`config.mk`:
```
export PLATFORM = sky130hd
export DESIGN_NAME = puf_response_collector
export DESIGN_NICKNAME = d
export VERILOG_FILES = /design/src/rtl/puf_resp_pkg.sv /design/src/rtl/puf_majority_voter.sv /design/src/rtl/puf_response_collector.sv
export SDC_FILE = /design/constraint.sdc
export NUM_CORES = 1
export LEC_CHECK = 0
export CAP_MARGIN = 5
export CORE_MARGIN = 2
export CORE_UTILIZATION = 30
export CTS_CLUSTER_DIAMETER = 150
export CTS_CLUSTER_SIZE = 40
export DETAILED_ROUTE_END_ITERATION = 10
export SYNTH_ARGS = -nofsm -noshare
export SYNTH_HDL_FRONTEND = slang
export SYNTH_HIERARCHICAL = 1
export SYNTH_SLANG_ARGS = --single-unit
export TNS_END_PERCENT = 30
```
`constraint.sdc`:
```
create_clock -name clk -period 3.9 [get_ports clk]
set_input_delay 0.78 -clock clk [delete_from_list [all_inputs] [get_ports clk]]
set_output_delay 0.78 -clock clk [all_outputs]
set_load 0.02 [all_outputs]
```
`src/rtl/puf_resp_pkg.sv`:
```
// Shared types and width helpers for the PUF response collector and its majority voter.
package puf_resp_pkg;

    typedef enum logic [1:0] {
        IDLE    = 2'd0,
        COLLECT = 2'd1,
        VALID   = 2'd2
    } state_t;

    // Width of a counter that must be able to hold the value 'limit' itself.
    function automatic int cnt_width(input int limit);
        return (limit < 1) ? 1 : $clog2(limit + 1);
    endfunction

    function automatic bit votes_is_odd(input int votes);
        return (votes >= 1) && ((votes % 2) == 1);
    endfunction

endpackage

```
`src/rtl/puf_majority_voter.sv`:
```
// Counts repeated race results for one response bit and resolves it by majority.
module puf_majority_voter
    import puf_resp_pkg::*;
#(
    parameter int VOTES = 1
) (
    input  logic clk,
    input  logic rst,
    input  logic clr,
    input  logic vote_en,
    input  logic winner,
    output logic bit_done,
    output logic bit_val,
    output logic unanimous
);

    localparam int VW = cnt_width(VOTES);
    localparam logic [VW-1:0] LAST = VW'(VOTES - 1);
    localparam logic [VW-1:0] HALF = VW'(VOTES / 2);
    localparam logic [VW-1:0] FULL = VW'(VOTES);

    generate
        if (!votes_is_odd(VOTES)) begin : g_bad_votes
            $error("puf_majority_voter: VOTES must be odd and >= 1");
        end
    endgenerate

    logic [VW-1:0] vote_cnt;
    logic [VW-1:0] ones_cnt;
    logic [VW-1:0] ones_final;

    // Resolution uses the count including the vote arriving this cycle, so the
    // bit is ready on the same edge that accepts the last race.
    always_comb begin
        ones_final = ones_cnt + VW'(winner);
        bit_done   = vote_en && (vote_cnt == LAST);
        bit_val    = (ones_final > HALF);
        unanimous  = (ones_final == '0) || (ones_final == FULL);
    end

    // NOTE: sequential state is written with non-blocking assignments only, so
    // every register samples the pre-edge values of its neighbours.
    always_ff @(posedge clk or posedge rst) begin
        if (rst) begin
            vote_cnt <= '0;
            ones_cnt <= '0;
        end else if (clr) begin
            vote_cnt <= '0;
            ones_cnt <= '0;
        end else if (vote_en) begin
            if (vote_cnt == LAST) begin
                vote_cnt <= '0;
                ones_cnt <= '0;
            end else begin
                vote_cnt <= vote_cnt + VW'(1);
                ones_cnt <= ones_final;
            end
        end
    end

endmodule

```
`src/rtl/puf_response_collector.sv`:
```
// Collects majority-voted race-arbiter bits into a response word and hands it off via valid/ready.
module puf_response_collector
    import puf_resp_pkg::*;
#(
    parameter int RESP_WIDTH = 8,
    parameter int VOTES      = 1,
    parameter bit MSB_FIRST  = 1'b1
) (
    input  logic                                clk,
    input  logic                                rst,
    input  logic                                start,
    input  logic                                winner,
    input  logic                                done,
    output logic                                race_rst,
    output logic                                busy,
    output logic [RESP_WIDTH-1:0]               resp_data,
    output logic [$clog2(RESP_WIDTH+1)-1:0]     resp_unstable,
    output logic                                resp_valid,
    input  logic                                resp_ready
);

    localparam int BW = cnt_width(RESP_WIDTH);
    localparam logic [BW-1:0] LAST_BIT = BW'(RESP_WIDTH - 1);

    state_t          state;
    state_t          state_next;
    logic            race_hold;
    logic [BW-1:0]   bit_cnt;
    logic            accept;
    logic            new_word;
    logic            bit_done;
    logic            bit_val;
    logic            unanimous;
    logic [RESP_WIDTH-1:0] shifted;

    assign accept   = (state == COLLECT) && done && !race_hold;
    assign new_word = start && ((state == IDLE) || ((state == VALID) && resp_ready));

    puf_majority_voter #(
        .VOTES (VOTES)
    ) u_voter (
        .clk       (clk),
        .rst       (rst),
        .clr       (new_word),
        .vote_en   (accept),
        .winner    (winner),
        .bit_done  (bit_done),
        .bit_val   (bit_val),
        .unanimous (unanimous)
    );

    always_ff @(posedge clk or posedge rst) begin
        if (rst) state <= IDLE;
        else     state <= state_next;
    end

    // NOTE: state_next gets a default before any branch so no path leaves it
    // unassigned, which would otherwise infer a latch.
    always_comb begin
        state_next = state;
        unique case (state)
            IDLE:    if (start) state_next = COLLECT;
            COLLECT: if (bit_done && (bit_cnt == LAST_BIT)) state_next = VALID;
            VALID:   if (resp_ready) state_next = start ? COLLECT : IDLE;
            default: state_next = IDLE;
        endcase
    end

    always_comb begin
        busy       = (state == COLLECT);
        resp_valid = (state == VALID);
        race_rst   = (state != COLLECT) || race_hold;
    end

    always_comb begin
        if (MSB_FIRST) shifted = (resp_data << 1) | RESP_WIDTH'(bit_val);
        else           shifted = (resp_data >> 1) | (RESP_WIDTH'(bit_val) << (RESP_WIDTH - 1));
    end

    // race_hold keeps the arbiter in reset for the single cycle after each accepted race.
    always_ff @(posedge clk or posedge rst) begin
        if (rst) begin
            race_hold     <= 1'b0;
            bit_cnt       <= '0;
            resp_data     <= '0;
            resp_unstable <= '0;
        end else if (new_word) begin
            race_hold     <= 1'b0;
            bit_cnt       <= '0;
            resp_data     <= '0;
            resp_unstable <= '0;
        end else begin
            race_hold <= accept;
            if (accept && bit_done) begin
                resp_data     <= shifted;
                resp_unstable <= resp_unstable + BW'(!unanimous);
                bit_cnt       <= (bit_cnt == LAST_BIT) ? '0 : bit_cnt + BW'(1);
            end
        end
    end

endmodule

```
==> summary.log, run 1 <==
INFO  power          power_leakage=0.000522uW
INFO  grt            grt_max_degree=25
INFO  critical_path  cp-end-kind=flop
INFO  drt            vias_per_cell=4.88
INFO  timing         timing.final.ws_setup=1.43ns
INFO  logic_synthesis synth-seq-area-share=48.4%
INFO  clocking       tritoncts_sink_count=19
INFO  cells_and_area drive_above_1_share=5.98%
INFO  cells_and_area area.growth.synth_to_final=23.3%
INFO  placement      placement.setup.worst_slack=1.12ns
INFO  critical_path  critical_path_peak_fanout=24
INFO  job            cap_viol_max_count=0
INFO  floorplanning  floorplan.die_area=3750squm
INFO  clocking       cts-resized-gates=0
INFO  drt            first_iter_violations=15
INFO  timing         headroom_to_the_max_slew_limit=50.1%
INFO  drt            drc=0
INFO  clocking       clkSlewWorstSetupHoldPaths=0.10ns
INFO  drt            first_pass_iters=4
INFO  cells_and_area finish.net_count=127
INFO  floorplanning  die_w=61.2um
INFO  logic_synthesis post_synthesis_cell_count=101
INFO  drt            number_of_nets_with_antenna_violations_after_routing=0
INFO  clocking       worst_skew_pair_later_pin_latency=0.30ns
INFO  timing         final_hold_viol_count=0
INFO  timing         worstMarginPinSlew=0.748ns
INFO  grt            gr-max-usage-layer=met2
INFO  timing         layout_worst_path_cycle_share=63.2%
INFO  floorplanning  ioPinCount=21
INFO  cells_and_area fin_area=1210squm
INFO  grt            grt_antenna_before_repair=0
INFO  logic_synthesis synth.lib_cells_used.distinct=27
INFO  clocking       cts_tree=built
INFO  clocking       clock_tree.htree_level_count=1
INFO  critical_path  crit_path_class=in2reg
INFO  clocking       cts-buffers-inserted=3
INFO  cells_and_area antenna_cells_inserted=0
INFO  timing         fmax=406MHz
INFO  cells_and_area ff_latch_area=475squm
INFO  floorplanning  rows=20
INFO  min_path       worst_hold_path_type=reg2reg
INFO  logic_synthesis synth.avg_cell_area=9.72squm
INFO  drt            finalWirelength=1930um
INFO  timing         drv_slew=0
INFO  clocking       buffer_cell_driving_the_clock_tree_root=sky130_fd_sc_hd__clkbuf_4
INFO  cells_and_area fillers=303
INFO  timing         timing.hold.ws=0.526ns
INFO  floorplanning  die_h=61.2um
INFO  timing         period_needed=2.47ns
INFO  placement      postPlaceCellArea=1180squm
INFO  placement      io_buffer_count=20
INFO  status         run_status=finished, final reports clean
INFO  timing         setup_viol_count_final=0
INFO  cells_and_area multiInputGateArea=419squm
INFO  logic_synthesis synth_seq_cells=19
INFO  clocking       post_cts_hold_buffer_count=0
INFO  floorplanning  core_area=3080squm
INFO  timing         worst_setup_skew_after_layout=0.0146ns
INFO  grt            met2_usage=17.5%
INFO  critical_path  timing.critical_path.arrival=2.63ns
INFO  grt            track_usage=11.5%
INFO  logic_synthesis syn_area=982squm
INFO  placement      place.detailed.hpwl=1360um
INFO  grt            via_count_of_the_first_global_routing_pass=740
INFO  timing         unrepaired_setup_endpoints_after_global_routing=false
INFO  grt            gr-total-overflow=0
INFO  placement      gpl_congestion=0.792
INFO  clocking       max-clock-path-buffers=2
INFO  power          maximum_resistive_drop_on_vdd=211uV
INFO  grt            grt_pass1_wl=3160um
INFO  grt            met1_usage=15.6%
INFO  timing         fin_setup_tns=0ns
INFO  logic_synthesis synth-warning-count=6
INFO  critical_path  setup.worst_path.start_class=input port
INFO  clocking       cts_setup_buffers=0
INFO  cells_and_area share_of_the_core_filled_with_cells_in_the_final_layout=39.3%
INFO  drt            routed-via-count=785
INFO  critical_path  timing.critical_path.required=4.07ns
INFO  power          power-per-cell-area=609nW/um^2
INFO  floorplanning  initial_core_util=31.9%
INFO  logic_synthesis synthesis.nets=110
INFO  grt            grt_util_met3=1.89%
INFO  drt            detail_route.wl_per_cell=12.0um
## worst max-delay path: stages
cell	delay [ns]
sky130_fd_sc_hd__clkdlybuf4s50_1	0.50
sky130_fd_sc_hd__nand4bb_4	0.21
sky130_fd_sc_hd__inv_1	0.22
sky130_fd_sc_hd__buf_4	0.27
sky130_fd_sc_hd__inv_1	0.15
sky130_fd_sc_hd__nor2_1	0.33
sky130_fd_sc_hd__o21ai_0	0.16
## layer usage
metal | vias to the layer above | part of all wire [%]
met5 | - | 0
met4 | 0 | 1.4
met3 | 4 | 3.3
met2 | 15 | 47
met1 | 379 | 49
li1 | 387 | -
## flip-flops by register name (all words and copies together), names as in the netlist
signal,count
race_hold,1
bit_cnt,4
resp_data,8
state,2
resp_unstable,4
## cell usage after synthesis
master | number | area share, %
sky130_fd_sc_hd__a21oi_1 | 6 | 3.1
sky130_fd_sc_hd__a22o_1 | 1 | 0.89
sky130_fd_sc_hd__and2b_1 | 1 | 0.76
sky130_fd_sc_hd__and3_1 | 2 | 1.3
sky130_fd_sc_hd__buf_2 | 4 | 2.0
sky130_fd_sc_hd__buf_4 | 4 | 3.1
sky130_fd_sc_hd__buf_6 | 1 | 1.1
sky130_fd_sc_hd__conb_1 | 1 | 0.38
sky130_fd_sc_hd__dfrtp_1 | 19 | 48
sky130_fd_sc_hd__ha_1 | 3 | 3.8
sky130_fd_sc_hd__inv_1 | 7 | 2.7
sky130_fd_sc_hd__mux2i_1 | 2 | 2.0
sky130_fd_sc_hd__nand2_1 | 1 | 0.38
sky130_fd_sc_hd__nand2b_1 | 2 | 1.3
sky130_fd_sc_hd__nand3_1 | 11 | 5.6
sky130_fd_sc_hd__nand4_1 | 2 | 1.3
sky130_fd_sc_hd__nand4bb_4 | 1 | 2.8
sky130_fd_sc_hd__nor2_1 | 3 | 1.1
sky130_fd_sc_hd__nor2b_1 | 1 | 0.64
sky130_fd_sc_hd__nor3_1 | 1 | 0.51
sky130_fd_sc_hd__nor4b_2 | 1 | 1.5
sky130_fd_sc_hd__o2111ai_1 | 1 | 0.89
sky130_fd_sc_hd__o21a_1 | 1 | 0.76
sky130_fd_sc_hd__o21ai_0 | 22 | 11
sky130_fd_sc_hd__o22a_1 | 1 | 0.89
sky130_fd_sc_hd__o32ai_1 | 1 | 0.89
sky130_fd_sc_hd__or3_1 | 1 | 0.64
## kinds of logic (layout without fill, tap and decap cells)
family / after synthesis / in the layout / share of synthesized area, %
adder cells (fa/ha/maj): 3 / 3 / 3.82
AND/OR/NAND/NOR: 27 / 27 / 17.8
other: 1 / 1 / 0.382
buffers and inverters: 16 / 32 / 8.92
AO/OA/AOI/OAI: 33 / 33 / 18.6
multiplexers: 2 / 2 / 2.04
flip-flops: 19 / 19 / 48.4
## cells in the final DEF, fill, tap and decap left out, drive strengths merged, types with 3 or more instances in the layout
master         instances
ha                     3
a21oi                  6
inv                    7
nor2                   3
o21ai                 22
clkbuf                 3
clkdlybuf4s50         20
dfrtp                 19
nand3                 11
## layout make-up
cell class                 instances  area share, %
sequential                        19           39.3
multi-input combinational         66           34.6
timing repair buffer              21           17.1
tap                               44           4.55
inverter                           7           2.17
clock buffer                       3           1.86
clock inverter                     1          0.413
## report_power, final
part | leakage (uW) | switching (uW) | total (uW) | internal (uW)
Sequential | 0.000252 | 55.1 | 315 | 260
Clock | 0.0000177 | 63.7 | 102 | 38.2
Combinational | 0.000253 | 175 | 321 | 146
Total | 0.000522 | 294 | 738 | 444
## final timing paths
| check | start | slack (ns) | depth (start not counted) | to |
|---|---|---|---|---|
| setup reg to reg | state[1] | 1.88 | 6 | resp_data[6] |
| max in group asynchronous | rst | 2.53 | 2 | resp_unstable[0] |
| min in group asynchronous | rst | 0.89 | 2 | race_hold |
| hold reg to reg | bit_cnt[2] | 0.53 | 1 | bit_cnt[2] |
| setup / recovery | done | 1.43 | 7 | resp_data[6] |
| hold / removal | bit_cnt[2] | 0.53 | 1 | bit_cnt[2] |
## through the flow
step                      power, uW  instances
after floorplan                 512        101
after global placement          638        157
after detailed placement        640        157
after CTS                       745        161
after global routing            794        161
final                           738        161
Power figures use the tool's default switching activity.
==> inputs of run 2 (changes only) <==
clock period = 2.2 ns   (was 3.9 ns; I/O delays follow)
==> run 2 against run 1 <==
Global-route usage increased by 0.45 points. Non-clock buffer count increased by 5. Clock-buffer cell count unchanged. Critical path type is now reg2out. Critical endpoint is now busy.
==> summary.log, run 2 (synthesis gave the netlist of run 1 again) <==
INFO  timing         fin_setup_tns=0ns
INFO  cells_and_area top_library_cells_by_usage_in_the_layout_fill_and_taps_aside=sky130_fd_sc_hd__o21ai_0, sky130_fd_sc_hd__clkdlybuf4s50_1, sky130_fd_sc_hd__dfrtp_1
INFO  clocking       post_cts_hold_buffer_count=0
INFO  critical_path  timing.critical_path.arrival=1.65ns
INFO  critical_path  critical_path_peak_fanout=4
INFO  clocking       tritoncts_sink_count=19
INFO  drt            vias_per_cell=4.83
INFO  grt            gr-max-usage-layer=met2
INFO  timing         final_hold_viol_count=0
INFO  clocking       cts-resized-gates=0
INFO  critical_path  worstReg2RegEnd=resp_data[4]
INFO  power          power_leakage=0.000546uW
INFO  critical_path  setup.worst_path.start_class=flop
INFO  cells_and_area mostFrequentLayoutCell=sky130_fd_sc_hd__o21ai_0
INFO  critical_path  reg2reg_start=state[1]
INFO  timing         unrepaired_setup_endpoints_after_global_routing=false
INFO  grt            grt_pass1_wl=3330um
INFO  timing         worst_setup_skew_after_layout=0.00277ns
INFO  drt            routed-via-count=802
INFO  drt            detail_route.wl_per_cell=11.6um
INFO  clocking       worst_skew_pair_later_pin_latency=0.29ns
INFO  critical_path  cpLargestDelayFamily=buffers and inverters
INFO  clocking       clock_tree.htree_level_count=1
INFO  critical_path  timing.critical_path.cells=inv_1 > nor2_1 > clkdlybuf4s50_1
INFO  critical_path  slowest_delay=0.64ns
INFO  power          power=1320uW
INFO  clocking       buffer_cell_driving_the_clock_tree_root=sky130_fd_sc_hd__clkbuf_4
INFO  floorplanning  die_w=61.2um
INFO  placement      io_buffer_count=20
INFO  placement      postPlaceCellArea=1220squm
INFO  cells_and_area max_flop_register=resp_data
INFO  grt            met1_usage=16.3%
INFO  placement      gpl_congestion=0.845
INFO  floorplanning  floorplan.die_area=3750squm
INFO  cells_and_area fin_area=1250squm
INFO  grt            grt_util_met3=2.10%
INFO  drt            first_pass_iters=6
INFO  grt            track_usage=12.0%
INFO  floorplanning  ioPinCount=21
INFO  clocking       cts-buffers-inserted=3
INFO  clocking       clkSlewWorstSetupHoldPaths=0.11ns
INFO  drt            number_of_nets_with_antenna_violations_after_routing=0
INFO  cells_and_area largest_register_ffs=8
INFO  timing         drv_slew=0
INFO  timing         fmax=477MHz
INFO  grt            met2_usage=18.7%
INFO  min_path       worst_hold_path_type=in2async
INFO  cells_and_area antenna_cells_inserted=0
INFO  cells_and_area area.growth.synth_to_final=27.1%
INFO  grt            via_count_of_the_first_global_routing_pass=739
INFO  power          maximum_resistive_drop_on_vdd=498uV
INFO  floorplanning  rows=20
INFO  timing         layout_worst_path_cycle_share=95.2%
INFO  cells_and_area finish.net_count=132
INFO  grt            grt_antenna_before_repair=0
INFO  placement      place.detailed.hpwl=1440um
INFO  floorplanning  die_h=61.2um
INFO  critical_path  rr_worst_depth=5
INFO  cells_and_area reg.largest.list=resp_data x8, bit_cnt x4, resp_unstable x4
INFO  clocking       cts_setup_buffers=0
INFO  placement      placement.setup.worst_slack=0.210ns
INFO  floorplanning  core_area=3080squm
INFO  timing         period_needed=2.09ns
INFO  power          power-per-cell-area=1060nW/um^2
INFO  drt            first_iter_violations=22
INFO  clocking       max-clock-path-buffers=2
INFO  timing         timing.final.ws_setup=0.105ns
INFO  critical_path  cp-end-kind=output pin
INFO  cells_and_area share_of_the_core_filled_with_cells_in_the_final_layout=40.6%
INFO  job            cap_viol_max_count=0
INFO  drt            finalWirelength=1930um
INFO  status         run_status=finished, final reports clean
INFO  grt            gr-total-overflow=0
INFO  cells_and_area drive_above_1_share=9.84%
INFO  critical_path  timing.critical_path.required=1.76ns
INFO  timing         setup_viol_count_final=0
INFO  critical_path  r2r_setup_slack=0.67ns
INFO  floorplanning  initial_core_util=31.9%
INFO  drt            drc=0
INFO  critical_path  crit_path_class=reg2out
INFO  grt            grt_max_degree=20
INFO  critical_path  critPathBufInv=2
INFO  critical_path  cp_slowest_cell=sky130_fd_sc_hd__clkdlybuf4s50_1
INFO  clocking       cts_tree=built
-- run 2: worst max-delay path by stage --
stage | start | end | depth (start not counted)
finish | state[0] | busy | 3
CTS | state[0] | busy | 3
floorplan | state[1] | bit_cnt[3] | 8
global route | state[0] | busy | 3
global placement | done | resp_data[1] | 6
detailed placement | done | resp_data[4] | 6
-- run 2: report_power, final --
part | internal, uW | leakage [uW] | total, uW | switching, uW
Sequential | 461 | 0.000252 | 554 | 93.5
Combinational | 274 | 0.000277 | 593 | 319
Clock | 67.6 | 0.0000177 | 176 | 108
-- run 2: worst register-to-register path: cells and delay by family, from the launching register on --
family	cells	cell delay [ns]
AOI/OAI and AO/OA	1	0.17
DFF	1	0.43
and+or+nand+nor	2	0.53
buffers and inverters	2	0.27
-- run 2: routing by layer --
metal | wire length [um] | up-vias
met5 | 0 | -
met4 | 17 | 0
met3 | 52 | 2
met2 | 948 | 14
li1 | - | 397
met1 | 914 | 389
-- run 2: layout make-up --
cell class	count	area [sq um]
inverter	7	26.3
tap	44	55.1
clock inverter	1	5.00
clock buffer	3	22.5
sequential	19	475
multi-input combinational	66	419
fill	305	1830
timing repair buffer	26	245
-- run 2: metrics by stage --
stage / std cells / hold WS, ns
global route: 166 / 0.480
global placement: 162 / 0.495
CTS: 166 / 0.465
floorplan: 101 / 0.391
finish: 166 / 0.460
detailed placement: 162 / 0.507
==> inputs of run 3 (changes only) <==
CELL_PAD_IN_SITES_DETAIL_PLACEMENT = 2   (was default)
CELL_PAD_IN_SITES_GLOBAL_PLACEMENT = 2   (was default)
CORE_UTILIZATION = 27   (was 30)
PLACE_DENSITY_LB_ADDON = 0.1   (was default)
SETUP_SLACK_MARGIN = 0.2   (was default)
==> run 3 against run 2 <==
Wire length up 30%. Register-to-register slack worse by 0.06 ns. Total power up 1.2%. Sequential power up 2%. First-iteration DRC count down 32%. Global-route usage up 2.3 points. Combinational power down 1%. Fmax up 9.3%. Die area up 10%. Clock-buffer cell count unchanged. Final area down 0.80%. Utilization down 4.3 points.
==> summary.log, run 3 (synthesis gave the netlist of run 1 again) <==
INFO  timing         unrepaired_setup_endpoints_after_global_routing=true
INFO  power          power_leakage=0.000545uW
INFO  clocking       clkSlewWorstSetupHoldPaths=0.13ns
INFO  cells_and_area area.growth.synth_to_final=26.1%
INFO  drt            detail_route.wl_per_cell=15.2um
INFO  critical_path  timing.critical_path.arrival=1.48ns
INFO  cells_and_area largest_register_ffs=8
INFO  timing         layout_worst_path_cycle_share=87.1%
INFO  clocking       post_cts_hold_buffer_count=0
INFO  drt            first_pass_iters=4
INFO  timing         fin_setup_tns=0ns
INFO  clocking       cts_tree=built
INFO  drt            finalWirelength=2520um
INFO  clocking       worst_skew_pair_later_pin_latency=0.31ns
INFO  critical_path  setup.worst_path.start_class=flop
INFO  floorplanning  die_h=64.3um
INFO  grt            via_count_of_the_first_global_routing_pass=911
INFO  timing         setup_viol_count_final=0
INFO  drt            drc=0
INFO  critical_path  critical_path_peak_fanout=4
INFO  timing         period_needed=1.92ns
INFO  clocking       cts-buffers-inserted=3
INFO  grt            grt_antenna_before_repair=0
INFO  drt            first_iter_violations=15
INFO  cells_and_area drive_above_1_share=9.17%
INFO  cells_and_area finish.net_count=130
INFO  cells_and_area top_library_cells_by_usage_in_the_layout_fill_and_taps_aside=sky130_fd_sc_hd__o21ai_0, sky130_fd_sc_hd__dfrtp_1, sky130_fd_sc_hd__clkdlybuf4s50_1
INFO  timing         worst_setup_skew_after_layout=0.0151ns
INFO  clocking       clock_tree.htree_level_count=1
INFO  cells_and_area mostFrequentLayoutCell=sky130_fd_sc_hd__o21ai_0
INFO  cells_and_area reg.largest.list=resp_data x8, bit_cnt x4, resp_unstable x4
INFO  status         run_status=finished, final reports clean
INFO  placement      gpl_congestion=0.736
INFO  drt            vias_per_cell=4.86
INFO  placement      place.detailed.hpwl=1810um
INFO  min_path       worst_hold_path_type=in2async
INFO  floorplanning  initial_core_util=28.8%
INFO  floorplanning  ioPinCount=21
INFO  drt            routed-via-count=807
INFO  grt            grt_pass1_wl=4540um
INFO  cells_and_area max_flop_register=resp_data
INFO  floorplanning  core_area=3420squm
INFO  timing         timing.final.ws_setup=0.284ns
INFO  critical_path  crit_path_class=reg2out
INFO  clocking       cts_setup_buffers=0
INFO  timing         drv_slew=0
INFO  floorplanning  rows=21
INFO  job            cap_viol_max_count=0
INFO  drt            number_of_nets_with_antenna_violations_after_routing=0
INFO  power          maximum_resistive_drop_on_vdd=313uV
INFO  power          power-per-cell-area=1080nW/um^2
INFO  placement      io_buffer_count=20
INFO  floorplanning  floorplan.die_area=4140squm
INFO  cells_and_area ff_latch_area=477squm
INFO  floorplanning  die_w=64.3um
INFO  clocking       max-clock-path-buffers=2
INFO  grt            track_usage=14.3%
INFO  timing         final_hold_viol_count=0
INFO  grt            gr-total-overflow=0
INFO  critical_path  timing.critical_path.required=1.76ns
INFO  cells_and_area fillers=394
INFO  placement      placement.setup.worst_slack=0.109ns
INFO  cells_and_area multiInputGateArea=419squm
INFO  clocking       buffer_cell_driving_the_clock_tree_root=sky130_fd_sc_hd__clkbuf_4
INFO  clocking       tritoncts_sink_count=19
INFO  timing         fmax=522MHz
INFO  cells_and_area antenna_cells_inserted=0
INFO  cells_and_area share_of_the_core_filled_with_cells_in_the_final_layout=36.3%
INFO  critical_path  cp-end-kind=output pin
INFO  grt            grt_max_degree=26
[run 3: changes by cell type in the layout (fill, tap and decap cells not counted)]
cell,previous run,this run
sky130_fd_sc_hd__dlymetal6s2s_1,0,1
sky130_fd_sc_hd__dlygate4sd2_1,0,1
sky130_fd_sc_hd__dfrtp_1,19,18
sky130_fd_sc_hd__dfrtp_2,0,1
sky130_fd_sc_hd__clkdlybuf4s50_1,20,18
sky130_fd_sc_hd__buf_4,6,4
[run 3: critical path, stage by stage, from the launching register on]
cell and delay, ns:
sky130_fd_sc_hd__dfrtp_2 0.46, sky130_fd_sc_hd__nor2b_1 0.11, sky130_fd_sc_hd__clkdlybuf4s50_1 0.60
[run 3: through the flow]
step / area (sq um) / std cells / power [uW] / hold slack [ns]
after floorplan: 982 / 101 / 908 / 0.391
after global placement: 1210 / 162 / 1150 / 0.496
after detailed placement: 1210 / 162 / 1170 / 0.526
after CTS: 1230 / 166 / 1360 / 0.451
after global routing: 1240 / 166 / 1470 / 0.456
final: 1240 / 166 / 1340 / 0.441
[run 3: where the power goes]
part           internal (uW)  switching (uW)
Sequential               462             103
Combinational            263             324
Clock                   68.0             120
Total                    793             547
[run 3: path summary, 6_finish.rpt]
path / slack [ns] / from / end / cells after the start
max: 0.28 / state[0] / resp_valid / 2
min: 0.44 / rst / resp_data[1] / 3
max reg2reg: 0.61 / state[1] / resp_data[6] / 5
min reg2reg: 0.54 / bit_cnt[2] / bit_cnt[2] / 1
max in group asynchronous: 1.52 / rst / state[0] / 3
min in group clk: 0.54 / bit_cnt[2] / bit_cnt[2] / 1
[run 3: what timing repair did]
action | in CTS | in global routing
gates cloned | 0 | 0
endpoints found under the setup margin | 2 | 2
gates resized for setup | 1 | 2
[run 3: layout make-up]
cell class | count | area share, %
clock buffer | 3 | 1.82
clock inverter | 1 | 0.404
inverter | 7 | 2.12
multi-input combinational | 66 | 33.8
sequential | 19 | 38.5
tap | 46 | 4.65
timing repair buffer | 24 | 18.7
[run 3: layer usage]
layer / part of all wire [%] / global-route usage, %
met1: 49 / 19.9
met2: 46 / 22.1
met3: 3.0 / 2.29
met4: 1.4 / 5.59
met5: 0 / 0
